[src/rtl/robot_nav_controller_if.sv]
// ============================================================================
// Module      : robot_nav_controller_if
// Description : Sensor sample and motion-command handshake bundle between the
//               navigation controller and the world/robot datapath.
// Revision    : 1.0 - initial release
// ============================================================================
`default_nettype none

interface robot_nav_controller_if;
    logic       sensors_valid;
    logic       head;
    logic       left;
    logic       under;
    logic       cmd_valid;
    logic       cmd_ready;
    logic [1:0] cmd;

    modport master (
        input  sensors_valid,
        input  head,
        input  left,
        input  under,
        input  cmd_ready,
        output cmd_valid,
        output cmd
    );

    modport slave (
        output sensors_valid,
        output head,
        output left,
        output under,
        output cmd_ready,
        input  cmd_valid,
        input  cmd
    );
endinterface

`default_nettype wire

[src/rtl/robot_nav_controller.sv]
// ============================================================================
// Module      : robot_nav_controller
// Description : Left-hand wall-following navigation sequencer; issues one
//               motion command per sensor sample and tracks orientation.
// Revision    : 1.0 - initial release
// ============================================================================
`default_nettype none

module robot_nav_controller #(
    parameter int MAX_TURNS = 4,
    parameter int CNT_W     = 8
) (
    input  wire logic               clock,
    input  wire logic               reset,
    input  wire logic               start,
    robot_nav_controller_if.master  nav,
    output logic [1:0]              orientation,
    output logic                    following,
    output logic                    stuck,
    output logic [CNT_W-1:0]        removed_count
);

    localparam int TW = $clog2(MAX_TURNS + 1);

    localparam logic [1:0] c_cmd_forward    = 2'b00;
    localparam logic [1:0] c_cmd_turn_left  = 2'b01;
    localparam logic [1:0] c_cmd_turn_right = 2'b10;
    localparam logic [1:0] c_cmd_remove     = 2'b11;

    localparam logic [1:0] c_north = 2'b00;
    localparam logic [1:0] c_south = 2'b01;
    localparam logic [1:0] c_east  = 2'b10;
    localparam logic [1:0] c_west  = 2'b11;

    localparam logic [TW-1:0] c_max_turns = TW'(MAX_TURNS);

    typedef enum logic [1:0] {
        S_IDLE      = 2'd0,
        S_WAIT_SENS = 2'd1,
        S_ISSUE     = 2'd2,
        S_STUCK     = 2'd3
    } state_t;

    state_t           r_state;
    logic             r_cmd_valid;
    logic [1:0]       r_cmd;
    logic [1:0]       r_orient;
    logic             r_following;
    logic             r_stuck;
    logic [CNT_W-1:0] r_removed;
    logic [TW-1:0]    r_turn_cnt;
    logic             r_just_turned_left;

    logic [1:0]       w_next_cmd;
    logic [1:0]       w_orient_left;
    logic [1:0]       w_orient_right;
    logic [TW-1:0]    w_turn_inc;
    logic             w_accept;

    // Wall-following decision on the live sensor inputs; only latched in WAIT_SENS.
    always_comb begin
        w_next_cmd = c_cmd_forward;
        if (nav.under) begin
            w_next_cmd = c_cmd_remove;
        end else if (!r_following) begin
            w_next_cmd = nav.head ? c_cmd_turn_right : c_cmd_forward;
        end else if (!nav.left && !r_just_turned_left) begin
            w_next_cmd = c_cmd_turn_left;
        end else begin
            w_next_cmd = nav.head ? c_cmd_turn_right : c_cmd_forward;
        end
    end

    always_comb begin
        w_orient_left  = c_north;
        w_orient_right = c_north;
        case (r_orient)
            c_north: begin w_orient_left = c_west;  w_orient_right = c_east;  end
            c_west:  begin w_orient_left = c_south; w_orient_right = c_north; end
            c_south: begin w_orient_left = c_east;  w_orient_right = c_west;  end
            default: begin w_orient_left = c_north; w_orient_right = c_south; end
        endcase
    end

    assign w_turn_inc = r_turn_cnt + TW'(1);
    assign w_accept   = r_cmd_valid && nav.cmd_ready;

    always_ff @(posedge clock or negedge reset) begin
        if (!reset) begin
            r_state            <= S_IDLE;
            r_cmd_valid        <= 1'b0;
            r_cmd              <= c_cmd_forward;
            r_orient           <= c_north;
            r_following        <= 1'b0;
            r_stuck            <= 1'b0;
            r_removed          <= '0;
            r_turn_cnt         <= '0;
            r_just_turned_left <= 1'b0;
        end else begin
            case (r_state)
                S_IDLE: begin
                    r_cmd_valid <= 1'b0;
                    if (start) begin
                        r_state <= S_WAIT_SENS;
                    end
                end

                S_WAIT_SENS: begin
                    if (nav.sensors_valid) begin
                        r_cmd       <= w_next_cmd;
                        r_cmd_valid <= 1'b1;
                        r_state     <= S_ISSUE;
                    end
                end

                S_ISSUE: begin
                    if (w_accept) begin
                        r_cmd_valid <= 1'b0;
                        r_state     <= S_WAIT_SENS;
                        case (r_cmd)
                            c_cmd_forward: begin
                                r_turn_cnt         <= '0;
                                r_just_turned_left <= 1'b0;
                            end
                            c_cmd_turn_left: begin
                                r_orient           <= w_orient_left;
                                r_just_turned_left <= 1'b1;
                            end
                            c_cmd_turn_right: begin
                                r_orient    <= w_orient_right;
                                r_turn_cnt  <= w_turn_inc;
                                r_following <= 1'b1;
                                if (w_turn_inc == c_max_turns) begin
                                    r_state <= S_STUCK;
                                    r_stuck <= 1'b1;
                                end
                            end
                            default: begin
                                if (r_removed != {CNT_W{1'b1}}) begin
                                    r_removed <= r_removed + CNT_W'(1);
                                end
                            end
                        endcase
                    end
                end

                default: begin
                    r_cmd_valid <= 1'b0;
                    r_stuck     <= 1'b1;
                end
            endcase
        end
    end

    assign nav.cmd_valid  = r_cmd_valid;
    assign nav.cmd        = r_cmd;
    assign orientation    = r_orient;
    assign following      = r_following;
    assign stuck          = r_stuck;
    assign removed_count  = r_removed;

endmodule

`default_nettype wire

[src/flat_wrapper.sv]
// flat-port wrapper written by rule: the top's interface ports become plain ports
module robot_nav_controller_flat 
#(
    parameter int MAX_TURNS = 4,
    parameter int CNT_W     = 8
)
  (clock, reset, start, orientation, following, stuck, removed_count, nav_sensors_valid, nav_head, nav_left, nav_under, nav_cmd_ready, nav_cmd_valid, nav_cmd);
  robot_nav_controller_if nav_i ();
  input  wire logic clock;
  input  wire logic reset;
  input  wire logic start;
  output logic [1:0] orientation;
  output logic following;
  output logic stuck;
  output logic [CNT_W-1:0] removed_count;
  input wire logic [$bits(nav_i.sensors_valid)-1:0] nav_sensors_valid;
  input wire logic [$bits(nav_i.head)-1:0] nav_head;
  input wire logic [$bits(nav_i.left)-1:0] nav_left;
  input wire logic [$bits(nav_i.under)-1:0] nav_under;
  input wire logic [$bits(nav_i.cmd_ready)-1:0] nav_cmd_ready;
  output wire logic [$bits(nav_i.cmd_valid)-1:0] nav_cmd_valid;
  output wire logic [$bits(nav_i.cmd)-1:0] nav_cmd;
  assign nav_i.sensors_valid = nav_sensors_valid;
  assign nav_i.head = nav_head;
  assign nav_i.left = nav_left;
  assign nav_i.under = nav_under;
  assign nav_i.cmd_ready = nav_cmd_ready;
  assign nav_cmd_valid = nav_i.cmd_valid;
  assign nav_cmd = nav_i.cmd;
  robot_nav_controller #(.MAX_TURNS(MAX_TURNS), .CNT_W(CNT_W)) u_core (.clock(clock), .reset(reset), .start(start), .nav(nav_i), .orientation(orientation), .following(following), .stuck(stuck), .removed_count(removed_count));
endmodule
[config.mk]
export PLATFORM = sky130hd
export DESIGN_NAME = robot_nav_controller_flat
export DESIGN_NICKNAME = d
export VERILOG_FILES = /design/src/rtl/robot_nav_controller_if.sv /design/src/rtl/robot_nav_controller.sv /design/src/flat_wrapper.sv
export SDC_FILE = /design/constraint.sdc
export NUM_CORES = 1
export LEC_CHECK = 0
export ABC_AREA = 1
export CAP_MARGIN = 10
export CORE_ASPECT_RATIO = 0.8
export CORE_MARGIN = 4
export CORE_UTILIZATION = 47
export DETAILED_ROUTE_END_ITERATION = 8
export PLACE_DENSITY = 0.75
export SYNTH_ARGS = -nofsm -noshare
export SYNTH_HDL_FRONTEND = slang
export SYNTH_SLANG_ARGS = --single-unit
[constraint.sdc]
create_clock -name clock -period 1.2 [get_ports clock]
set_input_delay 0.36 -clock clock [delete_from_list [all_inputs] [get_ports clock]]
set_output_delay 0.36 -clock clock [all_outputs]
set_load 0.01 [all_outputs]
After elaboration in Yosys (flattened, before gate mapping)
Index checks and enable logic that the tools add are counted.

Flip-flop bits (word level): 21. Input port bits: 8. Output and inout bits: 15. Word-level logic and storage cells: 70.

Add/subtract/negate cells: 2. Equal/unequal tests: 13. Multiplexer cells: 22. Bitwise logic cells: 2. Reduce and logical (&&, ||, !) cells: 22.

Operators with widths (number): $mux W2 (9); $pmux W2 S3 (3); $reduce_and A3 Y1 (4); $reduce_and A4 Y1 (3); $add A8 B1 Y8 const B (1); $ne A8 B8 Y1 const B (1); $eq A2 B1 Y1 const B (3); $eq A2 B2 Y1 const B (3); $logic_not A2 Y1 (3); $ne A2 B1 Y1 const B (3); $pmux W1 S2 (3); $pmux W3 S2 (1); $reduce_bool A2 Y1 (3); $mux W1 (5); $ne A2 B2 Y1 const B (2); $pmux W2 S2 (1); $reduce_and A2 Y1 (2); $add A3 B1 Y3 const B (1); $eq A3 B3 Y1 const B (1); $reduce_bool A3 Y1 (1); $reduce_or A3 Y1 (1); $logic_and A1 B1 Y1 (2); $logic_not A1 Y1 (2); $not A1 Y1 (2); $reduce_or A2 Y1 (1).

Longest topological paths before layout
Depth after elaboration: 6. Mapped depth: 8. Gate-level depth less buffers: 8.

Worst setup path after synthesis
Ideal clock, no wire load.

Kind: flip-flop to flip-flop. Start: reg u_core.r_state[0]. End: reg u_core.r_removed[0] (netlist: u_core.removed_count[0]). Setup time: 0.124 ns. Arrival time: 1.194 ns. Data required time: 1.076 ns. Path slack: -0.119 ns. Stages on the path, launching flop included: 7. Path buffers: 0. Period minus slack after synthesis: 1.319 ns. Cell sequence: dfrtp_1 inv_1 ha_1 nand3_2 nor2_4 nand2_4 xor2_2.

Cells in the longest elaborated chain, start to end: 2.

RTL lines: from (decl) (line robot_nav_controller.sv:44) `state_t r_state;`; from (signal assigned) (line robot_nav_controller.sv:90) `r_state <= S_IDLE;`; from (signal assigned) (line robot_nav_controller.sv:104) `r_state <= S_WAIT_SENS;`; from (signal assigned) (line robot_nav_controller.sv:112) `r_state <= S_ISSUE;`; $eq A2 B2 Y1 (line robot_nav_controller.sv:100) `case (r_state)`; $reduce_and A4 Y1 (no source line); to (signal assigned) (line robot_nav_controller.sv:140) `r_removed <= r_removed + CNT_W'(1);`; to (decl) (line robot_nav_controller.sv:50) `logic [CNT_W-1:0] r_removed;`.

No other way between the ends. A chain may end at the register's enable or synchronous reset.

Worst setup path in the final report
Start: reg u_core.r_cmd[0] (netlist: u_core.nav.cmd[0]). End: reg u_core.r_removed[7] (netlist: u_core.removed_count[7]).

Cells in the longest elaborated chain, start to end: 4. Elaborated cells on any way between the ends: 6. Those cells by class: eq/ne: 2; bitwise: 1; reduce/logical: 3.

RTL lines: from (decl) (line robot_nav_controller.sv:46) `logic [1:0] r_cmd;`; from (signal assigned) (line robot_nav_controller.sv:92) `r_cmd <= c_cmd_forward;`; from (signal assigned) (line robot_nav_controller.sv:110) `r_cmd <= w_next_cmd;`; $eq A2 B1 Y1, or another cell as far along (line robot_nav_controller.sv:120) `case (r_cmd)`; $reduce_or A3 Y1 (no source line) *; $not A1 Y1 (no source line) *; $reduce_and A4 Y1 (no source line) *.

Every way passes the cells marked *; elsewhere a longest branch is shown, timed or not.

==> results.env <==
CLOCK_LATENCY_REPORTED_FOR_THE_LATE_SIDE_OF_THE_WORST_SKEW_PAIR_NS=0.31
TIMING.MAX_CAP.VIOLATIONS=0
POST-DP-HPWL_MICRONS=2310
CRITICAL_PATH_CLASS='flip-flop to flip-flop'
START_UTIL_PCT=51.1
WORST-SLEW-PIN-TRANSITION_NS=0.263
GRT_PASS1_VIAS=1244
SYNTHDISTINCTLIBCELLS=22
POWER.DENSITY_CELL_AREA_nW_PER_UM2=1970
POSTPLACECELLAREA_SQ_UM=1780
CRITICAL_PATH.SLOWEST_CELL='sky130_fd_sc_hd__dfrtp_1'
DRT_PASS1_ITERATIONS=4
WIRELENGTH_MICRONS=3680
PLACEABLECOREAREA_SQ_UM=2540
P_COMB_SHARE_PCT=64.2
POST_SYNTH.CELL_AREA_AVG_SQ_UM=7.88
TIMING.FINAL.CRIT_SHARE_PCT=112
POWER.IR.VDD_WORST_uV=1130
FILL_CELLS=158
POWER_FRAC_SEQ_PCT=26.8
FINALINSTANCEAREA_SQ_UM=2000
FINAL_ANTENNA_NET_COUNT=0
SYNTH-WARNING-COUNT=0
SYNTHESIS.NETS=187
MAX_CLOCK_FREQ_GHz=0.745
NUMCTSBUFFERS=3
MOSTFREQUENTLAYOUTCELL='sky130_fd_sc_hd__nand2_1'
CRIT_FAMILY='flip-flops'
FP.DIEW_MICRONS=66.8
STATUS='finished with violations'
CRITICAL-PATH-MAX-STAGE-DELAY_NS=0.43
MULTI_INPUT_COMB_AREA_SQ_UM=856
YOSYSTOPAREACELL='sky130_fd_sc_hd__dfrtp_1'
DRC=0
GLOBALROUTEOVERFLOWTOTAL=0
CLOCK_SKEWS_NS=0.00390
YS_TOP_CELLS_BY_AREA='sky130_fd_sc_hd__dfrtp_1, sky130_fd_sc_hd__nand2_1, sky130_fd_sc_hd__ha_1, sky130_fd_sc_hd__inv_1, sky130_fd_sc_hd__nor2_1'
DRIVE_ABOVE_1_SHARE_PCT=43.4
CTS.HOLD.BUFFERS_ADDED=0
END_KIND='flip-flop'
IO_BUFFERS=22
MOSTFREQUENTLAYOUTCELLS='sky130_fd_sc_hd__nand2_1, sky130_fd_sc_hd__buf_4, sky130_fd_sc_hd__dfrtp_1, sky130_fd_sc_hd__inv_1, sky130_fd_sc_hd__buf_2'
CRITICAL_PATH_REQUIRED_NS=1.41
RSZ_0062_RAISED_AFTER_GLOBAL_ROUTING='yes'
YS_SEQ_ELEMENTS=21
WORSTPATHCELLLIST='buf_6 > ha_1 > inv_1 > nor2_4 > nand2_4 > inv_4 > nand2_1 > nand2_1'
VIAS=1314
SYN-CELL-AREA_SQ_UM=1300
IO_PINS=23
SLEW_HEADROOM_PCT=82.4
TRITONCTS='built'
DIE_Y_MICRONS=55.0
ROUTEDWLPERCELL_MICRONS=13.9
TRACK_USAGE_PCT=20.9
FLOW.AREA_GROWTH_FROM_SYNTHESIS_PCT=53.5
NETLIST_INSTANCES=165
STANDARD_CELL_ROWS=16
GRT_MAX_DEGREE=22
LAYOUT_SETUP_WS_NS=-0.142
FINAL_SETUP_VIO_COUNT=31
NET-SWITCHING-POWER_mW=1.67
INTPOWER_mW=2.25
PWR-SHARE-CLK_PCT=9.0
PERIOD_NEEDED_NS=1.34
WORST-ENDPOINT-ARRIVAL_NS=1.55
STARTPOINT_TYPE='flip-flop'
P_LEAK_nW=1.01
GRT_FIRST_PASS_WIRELENGTH_MICRONS=5650
NUMCLOCKSINKS=21
CTS_HTREE_LEVELS=1
FINALWEIGHTEDCONGESTION=0.845
TIMING.FINAL.HOLD_VIOLATIONS=0
LAYOUT.AREA.SEQ_SQ_UM=526
INITIALDRTVIOLATIONCOUNT=63
FAILED_CHECKS='negative setup slack'
CRITICAL_PATH_PEAK_FANOUT=5
CRITPATHMOSTFREQUENTCELL='sky130_fd_sc_hd__nand2_1'
SYNTH-SEQ-AREA-SHARE_PCT=40.4
INITIAL_ANTENNA_VIOLATION_COUNT=0
POWER_CONSUMPTION_mW=3.92
CRITPATHBUFINV=3
DIE-AREA_SQ_UM=3680
FINALMAXSLEWVIOLATIONS=0
CTS_MAX_PATH_BUFFERS=2
POWER.SWITCHING_FRACTION_PCT=42.5
FINAL_NETS=251
POST-SYNTH-TOP-AREA-FRACTION_PCT=40.4
POST_DRT_VIA_CELL_RATIO=4.98
HOLD_PATH_CLASS='input port to asynchronous set/reset pin'
ANTENNA_CELLS_INSERTED=0
PATH_CLK_SLEW_NS=0.12
CLOCK_TREE.ROOT_CELL='sky130_fd_sc_hd__clkbuf_4'
## through the flow
stage	utilization (%)	TNS [ns]	cells	hold slack (ns)	setup slack, ns
detailed placement	69.9	-6.18	246	0.467	-0.339
floorplan	-	-0.334	165	0.0644	-0.0558
CTS	76.4	-1.15	262	0.378	-0.0913
finish	78.5	-1.77	264	0.374	-0.142
global placement	69.9	-5.44	246	0.450	-0.317
global route	78.5	-3.38	264	0.374	-0.208
## flip-flops by register name, indices dropped and copies added (netlist names)
signal                     count
u_core.removed_count           8
u_core.r_turn_cnt              3
u_core.nav.cmd                 2
u_core.orientation             2
u_core.r_state                 2
u_core.following               1
u_core.nav.cmd_valid           1
u_core.r_just_turned_left      1
u_core.stuck                   1
## worst register-to-register path: cells and delay by family, from the launching register on
family / cells / cell delay, ns
DFF: 1 / 0.43
and+or+nand+nor: 4 / 0.30
adders and majority gates: 1 / 0.20
buffers and inverters: 3 / 0.32
## repair_timing
item                                    4_1_cts  5_1_grt
endpoints found under the setup margin       36       36
pin swaps                                    13        9
buffers inserted                             11        2
gates resized for setup                      97       15
hold endpoints to repair                      0        0
gates cloned                                  1        0
## metal layers
layer / vias up / global-route usage (%) / wire [microns]
met5: - / 0 / 0
met1: 638 / 24.8 / 1510
met4: 0 / 4.05 / 8
li1: 640 / - / -
met3: 2 / 5.05 / 182
met2: 34 / 39.1 / 1980
## layout make-up
type | instances | share of cell area [%]
multi-input combinational | 120 | 42.9
sequential | 21 | 26.3
tap | 36 | 2.26
inverter | 25 | 5.20
clock buffer | 4 | 1.32
timing repair buffer | 58 | 22.0
## worst paths after layout
path,cells after the start,endpoint,startpoint,slack [ns]
worst max-delay path,8,u_core.removed_count[7],u_core.nav.cmd[0],-0.14
worst min register to register,2,u_core.stuck,u_core.stuck,0.49
min in group clock,2,u_core.stuck,u_core.stuck,0.49
worst min-delay path,2,u_core.nav.cmd_valid,reset,0.37
worst max register to register,8,u_core.removed_count[7],u_core.nav.cmd[0],-0.14
max in group asynchronous,2,u_core.following,reset,0.69
## cell families after synthesis
family | after synthesis | synth area share, %
xor gates and xnor gates | 5 | 3.95
AOI/OAI and AO/OA | 14 | 5.77
and+or+nand+nor | 86 | 29.0
DFF | 21 | 40.4
buffers and inverters | 25 | 7.41
adders and majority gates | 14 | 13.5
## power groups by stage
| stage | clock network, mW | registers, mW | logic [mW] |
|---|---|---|---|
| after floorplan | 0 | 1.19 | 0.863 |
| final | 0.354 | 1.05 | 2.52 |
| after CTS | 0.352 | 1.05 | 2.31 |
| after global routing | 0.374 | 1.08 | 2.73 |
| after global placement | 0 | 1.08 | 1.74 |
| after detailed placement | 0 | 1.09 | 1.83 |
## Yosys cell counts
cell type                  count
sky130_fd_sc_hd__inv_1        24
sky130_fd_sc_hd__nand3_2       1
sky130_fd_sc_hd__xnor2_1       2
sky130_fd_sc_hd__nand4_1       1
sky130_fd_sc_hd__nor2_1       14
sky130_fd_sc_hd__nand2_2       2
sky130_fd_sc_hd__ha_1         14
sky130_fd_sc_hd__nor2_4        2
sky130_fd_sc_hd__inv_4         1
sky130_fd_sc_hd__o21ai_0      10
sky130_fd_sc_hd__xor2_1        2
sky130_fd_sc_hd__or2_2         1
sky130_fd_sc_hd__nand3_1       5
sky130_fd_sc_hd__o21ai_1       1
sky130_fd_sc_hd__xor2_2        1
sky130_fd_sc_hd__a22oi_1       2
sky130_fd_sc_hd__dfrtp_1      21
sky130_fd_sc_hd__a21oi_1       1
sky130_fd_sc_hd__nand2_4       1
sky130_fd_sc_hd__nor3_1        1
sky130_fd_sc_hd__nand2_1      56
sky130_fd_sc_hd__nand3b_1      2
No activity file was read; power rests on OpenSTA's default activity.
